[src/rtl/eightbitreg_pkg.sv]
// Shared constants and helpers for the eight_bit_reg holding register.
// The optional parity output is enabled by defining EIGHTBITREG_PARITY_EN.
package eightbitreg_pkg;

    localparam int unsigned DefaultWidth = 8;
    localparam logic [DefaultWidth-1:0] DefaultRstVal = '0;

    // Widest value the parity helper accepts; narrower data is zero-extended,
    // which leaves the parity unchanged.
    localparam int unsigned ParMaxWidth = 64;

    // Even parity bit: 1 when the value holds an odd number of ones.
    function automatic logic parity(input logic [ParMaxWidth-1:0] value);
        return ^value;
    endfunction

endpackage

[src/rtl/eightbitreg_bit.sv]
// Single storage bit: async active-low reset, sync active-high clear,
// both loading the supplied reset value.
module eightbitreg_bit (
    input  logic clk,
    input  logic rst_n,
    input  logic clear_i,
    input  logic d_i,
    input  logic rst_val_i,
    output logic q_o
);

    logic q_d;
    logic q_q;

    // Clear takes priority over the data load.
    always_comb begin
        q_d = d_i;
        if (clear_i) begin
            q_d = rst_val_i;
        end
    end

    // State flop; reset acts immediately, independent of the clock.
    always_ff @(posedge clk or negedge rst_n) begin
        if (!rst_n) begin
            q_q <= rst_val_i;
        end else begin
            q_q <= q_d;
        end
    end

    assign q_o = q_q;

endmodule

[src/rtl/eight_bit_reg.sv]
// Parallel-load holding register, one clock of latency, no enable.
// Define EIGHTBITREG_PARITY_EN to add OUT_PAR, a registered even parity of
// the value loaded into OUT (always consistent with OUT in the same cycle).
module eight_bit_reg
    import eightbitreg_pkg::*;
#(
    parameter int unsigned          WIDTH   = DefaultWidth,
    parameter logic [WIDTH-1:0]     RST_VAL = '0
) (
    input  logic             clk,
    input  logic             rst_n,
    input  logic             clear,
    input  logic [WIDTH-1:0] IN,
`ifdef EIGHTBITREG_PARITY_EN
    output logic             OUT_PAR,
`endif
    output logic [WIDTH-1:0] OUT
);

    // One flop per data bit; OUT comes straight from the flops.
    for (genvar i = 0; i < WIDTH; i++) begin : g_bits
        eightbitreg_bit u_bit (
            .clk       (clk),
            .rst_n     (rst_n),
            .clear_i   (clear),
            .d_i       (IN[i]),
            .rst_val_i (RST_VAL[i]),
            .q_o       (OUT[i])
        );
    end

`ifdef EIGHTBITREG_PARITY_EN
    // Parity is computed on the value being loaded, not on OUT, so the parity
    // flop and the data flops always update together. Assumes WIDTH <= 64.
    logic [ParMaxWidth-1:0] par_in_ext;
    logic [ParMaxWidth-1:0] par_rst_ext;

    assign par_in_ext  = ParMaxWidth'(IN);
    assign par_rst_ext = ParMaxWidth'(RST_VAL);

    eightbitreg_bit u_par (
        .clk       (clk),
        .rst_n     (rst_n),
        .clear_i   (clear),
        .d_i       (parity(par_in_ext)),
        .rst_val_i (parity(par_rst_ext)),
        .q_o       (OUT_PAR)
    );
`endif

endmodule

[config.mk]
export PLATFORM = sky130hd
export DESIGN_NAME = eight_bit_reg
export DESIGN_NICKNAME = d
export VERILOG_FILES = /design/src/rtl/eightbitreg_pkg.sv /design/src/rtl/eightbitreg_bit.sv /design/src/rtl/eight_bit_reg.sv
export SDC_FILE = /design/constraint.sdc
export NUM_CORES = 1
export LEC_CHECK = 0
export ABC_AREA = 1
export CAP_MARGIN = 0
export CORE_AREA = 2 2 39 41
export DETAILED_ROUTE_END_ITERATION = 8
export DIE_AREA = 0 0 41 43
export GPL_TIMING_DRIVEN = 0
export SYNTH_ARGS = -nofsm -noshare
export SYNTH_HDL_FRONTEND = slang
export SYNTH_SLANG_ARGS = --single-unit
[constraint.sdc]
create_clock -name clk -period 0.9 [get_ports clk]
set_clock_uncertainty 0.15 [all_clocks]
set_input_delay 0.135 -clock clk [delete_from_list [all_inputs] [get_ports clk]]
set_output_delay 0.135 -clock clk [all_outputs]
set_load 0.02 [all_outputs]
==> results.cfg <==
[finish]
finalCoreUtilization = 0.357
number_of_flip_flops_in_the_largest_register = 8
drive_above_1_share = 0.267
design_area_um2 = 494
layout_area_growth_over_synthesis_pct = 49.1
design.final.nets = 58
num_antenna_cells = 0
number_of_fill_cells_in_the_layout = 138

[place]
placement.cell_area_um2 = 522
gp_congestion = 0.653
io_buffer_count = 17

[global_routing]
grt_overflow = 0
grt_first_pass_wirelength_um = 724
grt_pass1_vias = 182
number_of_antenna_violations_at_the_first_check_in_global_routing = 0
grt_max_degree = 9
gr-usage-all-layers = 0.0725

[routing]
dr.first_iter.drc_count = 6
drt_pass1_iterations = 2
routed_wirelength_um = 439
post-route-drc-count = 0
antenna_left = 0
num_vias = 203
detailed_route_wire_length_per_cell_um = 7.20
detail_route.vias_per_cell = 3.33

[clock_tree]
tritoncts_clock_tree = done
cts_num_sinks = 8
clk_pin_slew_worst_paths_ps = 50
cts_max_path_buffers = 2
tritoncts.num_buffers = 3
root_buffer = sky130_fd_sc_hd__clkbuf_4
htree_num_levels = 1

[worst_setup_path]
critPathSlowestCell = sky130_fd_sc_hd__dfrtp_1
worst_setup_path_start_kind = register
worst-setup-path-type = reg2out
cpPeakStageDelay_ps = 380
critical_path.n_buffers_inverters = 1
timing.critical_path.arrival_ps = 750
endpoint_kind = output pin
crit_path_max_fanout = 1
path_delay_family = flip-flops
crit_required_ps = 610
path_cells = buf_6

[timing]
final.min_clock_period_ps = 1030
report.final.hold_viol_count = 8
fin_crit_sh = 1.15
worstMarginPinSlew_ps = 320
postLayoutSetupSlackWorst_ps = -134
setup_viol = 8
finalHoldWorstSlack_ps = -80.1
rsz0062_at_grt = true
setup_tns_ps = -1010
timing_max_transition_violations_final = 0
max_freq_ghz = 0.968
timing.max_slew.rel_slack = 0.786

[synthesis]
synth_xor_xnor_area_share = 0
yosys.area_share.simple = 0.0906
synth_cells = 33
synth.avg_cell_area_um2 = 10.0
synth_fa_ha_area_frac = 0
synth_sequential_area_ratio = 0.604
mappedNetlistNets = 44
number_of_register_bits_inferred_by_synthesis = 8
synth.top_cells.by_area = sky130_fd_sc_hd__dfrtp_1 60%, sky130_fd_sc_hd__buf_4 18%, sky130_fd_sc_hd__inv_1 9.1%, sky130_fd_sc_hd__nor2_1 9.1%, sky130_fd_sc_hd__buf_6 3.4%
synth_compound_area_frac = 0
synth_area_um2 = 332
post-synth-top-area-fraction = 0.604
post-synth-top-area-cell = sky130_fd_sc_hd__dfrtp_1
share_of_cell_area_taken_by_muxes_after_synthesis = 0
main_combinational_cell_family_by_area_after_synthesis = buffers and inverters
synthesis.yosys.warnings = 0
netlist-cell-type-count = 5

[floorplanning]
core_um2 = 1380
pin_count = 19
effective_utilization_at_floorplan = 0.240
die_y_um = 43
die-area_um2 = 1760
die-width_um = 41
rows = 14

[power_and_ir_drop]
combPwrFrac = 0.170
switching_share = 0.209
internal_power_uw = 609
worst_case_vdd_ir_drop_v = 0.000643
net-switching-power_uw = 161
total_power_uw = 770
pwr-share-seq = 0.504
power.density_nw_per_um2 = 1560
p_clk_frac = 0.326
p_leak_uw = 0.000265

[job]
drv_cap = 0

[worst_hold_path]
hold_class = in2reg

[run_status]
run_status = finished, violations left
violations = negative hold slack, negative setup slack
==> per-layer routing <==
| metal | up-vias | wire, µm | track usage |
|---|---|---|---|
| li1 | 107 | - | - |
| met1 | 79 | 171 | 0.0748 |
| met2 | 15 | 194 | 0.0781 |
| met3 | 2 | 53 | 0.0314 |
| met4 | 0 | 20 | 0.120 |
| met5 | - | 0 | 0 |
==> power groups by stage <==
stage	clock network [µW]	registers [µW]	logic (µW)
final	251	388	131
after global routing	282	389	143
after detailed placement	0	389	156
after floorplan	0	388	72.9
after global placement	0	389	154
after CTS	261	388	133
==> cells in the mapped netlist (all sizes together) <==
master and count:
buf 9, nor2 8, inv 8, dfrtp 8
==> layout make-up <==
class                   instances  area [µm²]  area share
clock buffers                   3        22.5      0.0456
plain buffers                   1        11.3      0.0228
flip-flops and latches          8         200       0.405
multi-input cells               8        30.0      0.0608
repair buffers                 17         180       0.365
inverters                       8        30.0      0.0608
well taps                      16        20.0      0.0405
==> repair_timing <==
action / 4_1_cts / 5_1_grt
resized for setup: 48 / 0
buffers inserted: 0 / 0
hold endpoints to repair: 8 / 8
setup endpoints to repair: 8 / 8
pin swaps: 0 / 0
==> layout by cell type, fill, tap and decap left out <==
cell / Yosys / routed
sky130_fd_sc_hd__buf_6: 1 / 9
sky130_fd_sc_hd__clkbuf_4: 0 / 3
sky130_fd_sc_hd__inv_1: 8 / 8
sky130_fd_sc_hd__nor2_1: 8 / 8
sky130_fd_sc_hd__dfrtp_1: 8 / 8
sky130_fd_sc_hd__clkdlybuf4s50_1: 0 / 9
==> logic make-up after synthesis <==
family        after synthesis
buf+inv                    17
flops                       8
simple gates                8
==> through the flow <==
stage | setup slack, ps | cells
CTS | -146 | 61
global placement | -372 | 66
finish | -134 | 61
global route | -168 | 61
detailed placement | -374 | 66
floorplan | 133 | 33
==> final timing paths <==
kind | startpoint | end | depth (start not counted) | slack (ps)
worst max-delay path | g_bits[0].u_bit.q_o$_DFF_PN0_ | OUT[0] | 1 | -130
worst min-delay path | clear | g_bits[7].u_bit.q_o$_DFF_PN0_ | 2 | -80
max in group asynchronous | rst_n | g_bits[3].u_bit.q_o$_DFF_PN0_ | 1 | 360
min in group asynchronous | rst_n | g_bits[2].u_bit.q_o$_DFF_PN0_ | 1 | 0
(Power assumes the default switching activity.)
